[src/rtl/muldiv_unit.sv]
// muldiv_unit: iterative multiply/divide unit for the execute stage.
// Computes MUL/DIV/DIVU/REM/REMU and their 32-bit W forms at one bit per cycle.
// Divide-by-zero, signed overflow and reserved ops finish in one cycle without iterating.
//
// Ports:
//   clk, reset           clock; synchronous active-high reset
//   in_valid / in_ready  request handshake (in_ready while idle)
//   op, word, a, b       operation, W-variant select, operands (sampled on accept)
//   flush                abort any operation in flight; the request is not accepted
//   out_valid/out_ready  result handshake; result is held until taken
//   result               result value, stable while out_valid
//   busy                 iterating
module muldiv_unit #(
    parameter int unsigned XLEN     = 64,
    parameter bit          W_ENABLE = 1'b1
) (
    input  logic            clk,
    input  logic            reset,
    input  logic            in_valid,
    output logic            in_ready,
    input  logic [2:0]      op,
    input  logic            word,
    input  logic [XLEN-1:0] a,
    input  logic [XLEN-1:0] b,
    input  logic            flush,
    output logic            out_valid,
    input  logic            out_ready,
    output logic [XLEN-1:0] result,
    output logic            busy
);

    localparam logic [1:0] StIdle = 2'd0;
    localparam logic [1:0] StCalc = 2'd1;
    localparam logic [1:0] StDone = 2'd2;

    localparam logic [2:0] OpMul  = 3'd0;
    localparam logic [2:0] OpDiv  = 3'd1;
    localparam logic [2:0] OpDivu = 3'd2;
    localparam logic [2:0] OpRem  = 3'd3;
    localparam logic [2:0] OpRemu = 3'd4;

    localparam int unsigned CntW = $clog2(XLEN + 1);

    function automatic logic [XLEN-1:0] sext32(input logic [31:0] v);
        logic [XLEN-1:0] r;
        r       = {XLEN{v[31]}};
        r[31:0] = v;
        return r;
    endfunction

    function automatic logic [XLEN-1:0] zext32(input logic [31:0] v);
        logic [XLEN-1:0] r;
        r       = '0;
        r[31:0] = v;
        return r;
    endfunction

    logic [1:0]      state_q, state_d;
    logic [2:0]      op_q, op_d;
    logic            word_q, word_d;
    logic            quo_neg_q, quo_neg_d;
    logic            rem_neg_q, rem_neg_d;
    logic [CntW-1:0] cnt_q, cnt_d;
    // x: multiplier / quotient shift register, y: multiplicand / |divisor|,
    // z: product accumulator / partial remainder
    logic [XLEN-1:0] x_q, x_d, y_q, y_d, z_q, z_d;
    logic [XLEN-1:0] result_q, result_d;

    // Request decode, evaluated on the incoming operands
    logic            word_eff, is_mul, is_signed, is_quo, is_reserved;
    logic            a_neg, b_neg, div_zero, div_ovf, special;
    logic [XLEN-1:0] a_ext, b_ext, a_mag, b_mag, min_val, spec_res;

    always_comb begin
        word_eff    = (W_ENABLE && (XLEN == 64)) ? word : 1'b0;
        is_mul      = (op == OpMul);
        is_signed   = (op == OpDiv) || (op == OpRem);
        is_quo      = (op == OpDiv) || (op == OpDivu);
        is_reserved = (op > OpRemu);
        if (word_eff) begin
            a_ext   = is_signed ? sext32(a[31:0]) : zext32(a[31:0]);
            b_ext   = is_signed ? sext32(b[31:0]) : zext32(b[31:0]);
            min_val = sext32(32'h8000_0000);
        end else begin
            a_ext   = a;
            b_ext   = b;
            min_val = {1'b1, {(XLEN-1){1'b0}}};
        end
        a_neg    = is_signed && a_ext[XLEN-1];
        b_neg    = is_signed && b_ext[XLEN-1];
        a_mag    = a_neg ? -a_ext : a_ext;
        b_mag    = b_neg ? -b_ext : b_ext;
        div_zero = (b_ext == '0);
        div_ovf  = is_signed && (a_ext == min_val) && (b_ext == '1);
        special  = is_reserved || (!is_mul && (div_zero || div_ovf));
        spec_res = '0;
        if (!is_reserved && !is_mul) begin
            if (div_zero) begin
                spec_res = is_quo ? '1 : a_ext;
            end else if (div_ovf) begin
                spec_res = is_quo ? a_ext : '0;
            end
        end
        if (word_eff) begin
            spec_res = sext32(spec_res[31:0]);
        end
    end

    logic [XLEN:0]   rem_sh;
    logic            ge;
    logic [XLEN-1:0] fin;

    always_comb begin
        state_d   = state_q;
        op_d      = op_q;
        word_d    = word_q;
        quo_neg_d = quo_neg_q;
        rem_neg_d = rem_neg_q;
        cnt_d     = cnt_q;
        x_d       = x_q;
        y_d       = y_q;
        z_d       = z_q;
        result_d  = result_q;
        rem_sh    = {z_q, x_q[XLEN-1]};
        ge        = (rem_sh >= {1'b0, y_q});
        fin       = '0;

        unique case (state_q)
            StIdle: begin
                if (in_valid) begin
                    op_d      = op;
                    word_d    = word_eff;
                    quo_neg_d = a_neg ^ b_neg;
                    rem_neg_d = a_neg;
                    cnt_d     = word_eff ? CntW'(32) : CntW'(XLEN);
                    z_d       = '0;
                    if (is_mul) begin
                        x_d = b_ext;
                        y_d = a_ext;
                    end else begin
                        // Left-align a W dividend so the MSB always enters from x[XLEN-1]
                        x_d = word_eff ? (a_mag << (XLEN - 32)) : a_mag;
                        y_d = b_mag;
                    end
                    if (special) begin
                        state_d  = StDone;
                        result_d = spec_res;
                    end else begin
                        state_d = StCalc;
                    end
                end
            end
            StCalc: begin
                if (op_q == OpMul) begin
                    z_d = z_q + (x_q[0] ? y_q : '0);
                    y_d = y_q << 1;
                    x_d = x_q >> 1;
                end else begin
                    z_d = ge ? (rem_sh[XLEN-1:0] - y_q) : rem_sh[XLEN-1:0];
                    x_d = {x_q[XLEN-2:0], ge};
                end
                cnt_d = cnt_q - 1'b1;
                if (cnt_q == CntW'(1)) begin
                    case (op_q)
                        OpDiv:   fin = quo_neg_q ? -x_d : x_d;
                        OpDivu:  fin = x_d;
                        OpRem:   fin = rem_neg_q ? -z_d : z_d;
                        default: fin = z_d;
                    endcase
                    state_d  = StDone;
                    result_d = word_q ? sext32(fin[31:0]) : fin;
                end
            end
            StDone: begin
                if (out_ready) begin
                    state_d = StIdle;
                end
            end
            default: state_d = StIdle;
        endcase

        if (flush) begin
            state_d = StIdle;
        end
    end

    always_ff @(posedge clk) begin
        if (reset) begin
            state_q   <= StIdle;
            op_q      <= '0;
            word_q    <= 1'b0;
            quo_neg_q <= 1'b0;
            rem_neg_q <= 1'b0;
            cnt_q     <= '0;
            x_q       <= '0;
            y_q       <= '0;
            z_q       <= '0;
            result_q  <= '0;
        end else begin
            state_q   <= state_d;
            op_q      <= op_d;
            word_q    <= word_d;
            quo_neg_q <= quo_neg_d;
            rem_neg_q <= rem_neg_d;
            cnt_q     <= cnt_d;
            x_q       <= x_d;
            y_q       <= y_d;
            z_q       <= z_d;
            result_q  <= result_d;
        end
    end

    assign in_ready  = (state_q == StIdle);
    assign out_valid = (state_q == StDone);
    assign busy      = (state_q == StCalc);
    assign result    = result_q;

endmodule

[config.mk]
export PLATFORM = sky130hd
export DESIGN_NAME = muldiv_unit
export DESIGN_NICKNAME = d
export VERILOG_FILES = /design/src/rtl/muldiv_unit.sv
export SDC_FILE = /design/constraint.sdc
export NUM_CORES = 2
export LEC_CHECK = 0
export BUFFER_PORTS_ARGS = -buffer_cell sky130_fd_sc_hd__buf_4
export CORE_ASPECT_RATIO = 0.9
export CORE_MARGIN = 4
export CORE_UTILIZATION = 50
export DETAILED_ROUTE_END_ITERATION = 10
export PLACE_DENSITY = 0.79
export SYNTH_ARGS = -nofsm -noshare
export SYNTH_HDL_FRONTEND = slang
export SYNTH_SLANG_ARGS = --single-unit
[constraint.sdc]
create_clock -name clk -period 6.8 [get_ports clk]
set_input_delay 1.02 -clock clk [delete_from_list [all_inputs] [get_ports clk]]
set_output_delay 1.02 -clock clk [all_outputs]
set_load 0.05 [all_outputs]
==> results.md <==
Synthesis:
- Of the total synthesized cell area, the portion taken by full adders, half adders and majority gates is 5.28%.
- By area, the combinational part of the netlist is dominated by compound AO/OA/AOI/OAI gates.
- The number of warnings issued by yosys is 0.
- The cell count after synthesis is about 5000.
- The total of flip-flops plus latches after synthesis is ~270.
- Synthesis instantiated between 100 and 150 different standard cells from the library.
- The synthesized netlist devotes approximately 6.4% of its cell area to XOR and XNOR gates.
- The share of the synthesized area in compound gates (AO/OA/AOI/OAI) is 37.7%.
- Dividing the synthesized area by the synthesized cell count gives 6.59 µm².
- Of the total synthesized cell area, the portion taken by AND, OR, NAND and NOR gates is approximately a quarter.
- The number of enable flip-flop cells after synthesis is 0.
- In the synthesized netlist, mux cells make up under 10% of the area.
- Counting flops with an async set or reset pin after synthesis yields a share of 0%.
- The sequential share of the synthesized area is between 10% and 20%.
- Synthesis produced a netlist with a net count of ~5300.
- The area of the mapped netlist is around 33000 µm².
- The most used flip-flop cell after synthesis is sky130_fd_sc_hd__dfxtp_1.

Clock tree:
- The TritonCTS clock tree is yes.
- The number of buffers inserted for hold repair after clock tree synthesis is 0.
- The insertion delay of the later-clocked pin in the worst-skew pair is around 0.57 ns.
- The CTS root buffer is sky130_fd_sc_hd__clkbuf_16.
- The clock transition at the register clock pins on the worst setup and hold paths after CTS is roughly 0.060 ns.
- The number of buffers on the longest clock path is 3.
- The number of buffers created by CTS is 35.
- CTS saw ~270 sinks.
- The level count of the clock H-tree is 2.

Global route:
- Entering global routing, the biggest net connects 162 pins.
- The initial antenna violation count came to 6.
- The global-route wire length before repair is around 240000 µm.
- The via count of the first global-routing pass is approximately 37000.
- For this run the aggregate overflow at the end of global routing stands at 0.
- For this run, the total global-route usage over all layers was measured as between 40% and 50%.

Routing:
- In the routed design, unresolved DRC markers number 1.
- The post-detailed-route via-to-cell ratio is 7.02.
- The number of antenna-violating nets in the routed design is 0.
- Dividing the detail-routed wire length by the instance count gives 27.7 µm.
- Before antenna repair, the detailed router went through 11 iterations.
- The number of DRC markers in iteration 0 is between 6000 and 7000.
- The total wire length after detailed routing is 164000 µm.
- Across all layers, the routed design uses about 42000 vias.

Timing:
- The final number of max-transition violations is 0.
- The number of setup violations in the final report is 0.
- The clock period could shrink to roughly 6.6 ns.
- Between clock sinks in the finished design, the worst skew comes to between 0.02 and 0.03 ns.
- At the pin with the least slew margin, the transition time is about 1.3 ns.
- Setup repair after global routing left no endpoint under its margin.
- The upper clock frequency limit is 0.152 GHz.
- Measured against its own limit, the worst slew margin works out to roughly a tenth.
- The final-report hold violation count is 0.
- The summed negative setup slack over all endpoints is 0 ns.
- The final critical-path share of the clock period is 96.7%.

Power:
- Dividing total power by cell area gives a power density of 185 nW/µm².
- For this design the static power due to leakage is roughly 14 nW.
- The worst IR drop on VDD is around 210 µV.

Die:
- The starting utilization of the core area is 50.4%.
- The area inside the core boundary is ~65000 µm².
- The number of ports placed on the die boundary is a little over 200.
- The cell row count is 89.
- The die covers 70200 µm².
- From bottom edge to top edge, the die measures between 200 and 300 µm.
- The die boundary width is roughly 280 µm.

Status:
- The final reports fail on DRC.
- The flow ran to the end, but the final reports show violations.

Worst setup path:
- The kind of end point of the critical path is a register.
- Of all nets on the critical path, the largest fanout is 22.
- STA puts the critical path data required time at ~7.3 ns.
- The critical path in this run is classified as register to register.
- STA puts the critical path data arrival time at around 7 ns.
- STA classifies the critical path startpoint as a register.

Place:
- The instance count after placement with tap cells included is between 5000 and 6000.
- The placed standard-cell area is between 30000 and 40000 µm².
- The final RePlAce weighted congestion is 1.04.
- Detailed placement ended at an HPWL of about 130000 µm.
- The number of I/O port buffers is roughly 200.

Final layout:
- The finished cells cover 37000 µm².
- Leaving out fill and tap cells, the most frequent cell in the layout is sky130_fd_sc_hd__nor2_1.
- Leaving out fill and tap cells, the most frequent cells in the layout are sky130_fd_sc_hd__nor2_1 (613), sky130_fd_sc_hd__a21oi_1 (592), sky130_fd_sc_hd__nand2_1 (513), sky130_fd_sc_hd__buf_4 (406), sky130_fd_sc_hd__o21ai_0 (380).
- Compared with the post-synthesis result, the final layout area differs by 12.2%.
- The number of nets in the layout is 5321.
- The final non-filler cell total is around 6000.
- The post-route netlist has approximately 11% of its cells at a drive strength greater than 1.
- The final cell utilization of the core is between 50% and 60%.

Min path:
- The worst hold path belongs to the class register to register.

Flow run:
- Max-cap violations in this run came to 0.
==> synth_stat cells, types with 49 or more instances <==
cell type                  number  area (µm²)
sky130_fd_sc_hd__a211oi_1     151        1130
sky130_fd_sc_hd__a21o_1        66         495
sky130_fd_sc_hd__a21oi_1      596        2980
sky130_fd_sc_hd__a221oi_1      49         429
sky130_fd_sc_hd__a22oi_1       66         495
sky130_fd_sc_hd__a31oi_1       67         419
sky130_fd_sc_hd__and2_1        86         538
sky130_fd_sc_hd__clkbuf_1     328        1230
sky130_fd_sc_hd__dfxtp_1      271        5430
sky130_fd_sc_hd__ha_1         136        1700
sky130_fd_sc_hd__inv_1        133         499
sky130_fd_sc_hd__mux2i_1       49         490
sky130_fd_sc_hd__nand2_1      513        1930
sky130_fd_sc_hd__nand3_1       88         440
sky130_fd_sc_hd__nand4_1       84         526
sky130_fd_sc_hd__nor2_1       618        2320
sky130_fd_sc_hd__nor3_1       131         656
sky130_fd_sc_hd__o211ai_1      92         691
sky130_fd_sc_hd__o21ai_0      380        1900
sky130_fd_sc_hd__o31ai_1       61         458
sky130_fd_sc_hd__or3_1         59         369
sky130_fd_sc_hd__xnor2_1      125        1090
sky130_fd_sc_hd__xor2_1       118        1030
==> cells by family after synthesis <==
kind of cell               Yosys count
and+or+nand+nor                   1825
DFF                                271
xor gates and xnor gates           243
AOI/OAI and AO/OA                 1926
muxes                               53
adders and majority gates          138
buffers and inverters              550
==> sequential cells by signal (all words and copies together), names as in the netlist <==
register   cells
cnt_q          7
op_q           3
quo_neg_q      1
rem_neg_q      1
result        64
state_q        2
word_q         1
x_q           64
y_q           64
z_q           64
==> per-stage QoR <==
step	hold slack, ns	setup WS [ns]	total power, W
6_report	0.451	0.228	0.00685
4_1_cts	0.456	0.253	0.00671
2_1_floorplan	0.440	0.0214	0.00363
3_5_place_dp	0.443	0.326	0.00475
5_1_grt	0.492	0.107	0.00707
3_3_place_gp	0.438	0.580	0.00474
==> path summary, 6_finish.rpt <==
| kind | start | to | slack [ns] | depth (start not counted) |
|---|---|---|---|---|
| worst max-delay path | y_q[53] | result[58] | 0.23 | 17 |
| worst min-delay path | result[35] | result[35] | 0.45 | 1 |
| worst max register to register | y_q[53] | result[58] | 0.23 | 17 |
| worst min register to register | result[35] | result[35] | 0.45 | 1 |
==> report_power, final <==
part / internal (W) / leakage, nW / switching (W)
sequential: 0.00169 / 2.21 / 0.000140
combinational: 0.000981 / 11.5 / 0.00205
clock: 0.00117 / 0.570 / 0.000823
total: 0.00384 / 14.3 / 0.00301
==> per-layer routing <==
metal | share of wire [%] | track usage [%] | wire length, µm | vias to the layer above
li1 | - | - | - | 18700
met1 | 39 | 58.6 | 63300 | 19500
met2 | 40 | 62.8 | 66000 | 2949
met3 | 13 | 12.1 | 21700 | 544
met4 | 8.1 | 27.3 | 13200 | 4
met5 | 0.021 | 0 | 34 | -
==> worst max-delay path: stages (launching register included) <==
cell and delay [ns]:
sky130_fd_sc_hd__dfxtp_1 0.40, sky130_fd_sc_hd__inv_1 0.07, sky130_fd_sc_hd__ha_1 0.56, sky130_fd_sc_hd__nand4_1 0.24, sky130_fd_sc_hd__or4_4 0.55, sky130_fd_sc_hd__nor2_1 0.29, sky130_fd_sc_hd__o2111a_2 0.30, sky130_fd_sc_hd__buf_4 0.38
sky130_fd_sc_hd__o21ai_1 0.12, sky130_fd_sc_hd__a31oi_1 0.55, sky130_fd_sc_hd__ha_1 0.36, sky130_fd_sc_hd__nand4_1 0.34, sky130_fd_sc_hd__or4_1 0.67, sky130_fd_sc_hd__or4b_1 0.61, sky130_fd_sc_hd__nor3_1 0.18, sky130_fd_sc_hd__mux2_1 0.34
sky130_fd_sc_hd__a211o_1 0.29, sky130_fd_sc_hd__a22o_1 0.20
==> what timing repair did <==
action,CTS,global route
endpoints found under the hold margin,0,0
gates resized for setup,0,2
endpoints found under the setup margin,0,11
setup buffers,0,0
==> area by class of cell <==
type,count,area [µm²]
Tap cell,864,1080
Clock inverter,11,138
Clock buffer,50,1030
Antenna cell,3,7.51
Multi-Input combinational cell,4185,25600
Inverter,136,515
Fill cell,6569,28500
Sequential cell,271,5430
Timing Repair Buffer,417,3260
No activity file was read; power rests on OpenSTA's default activity.
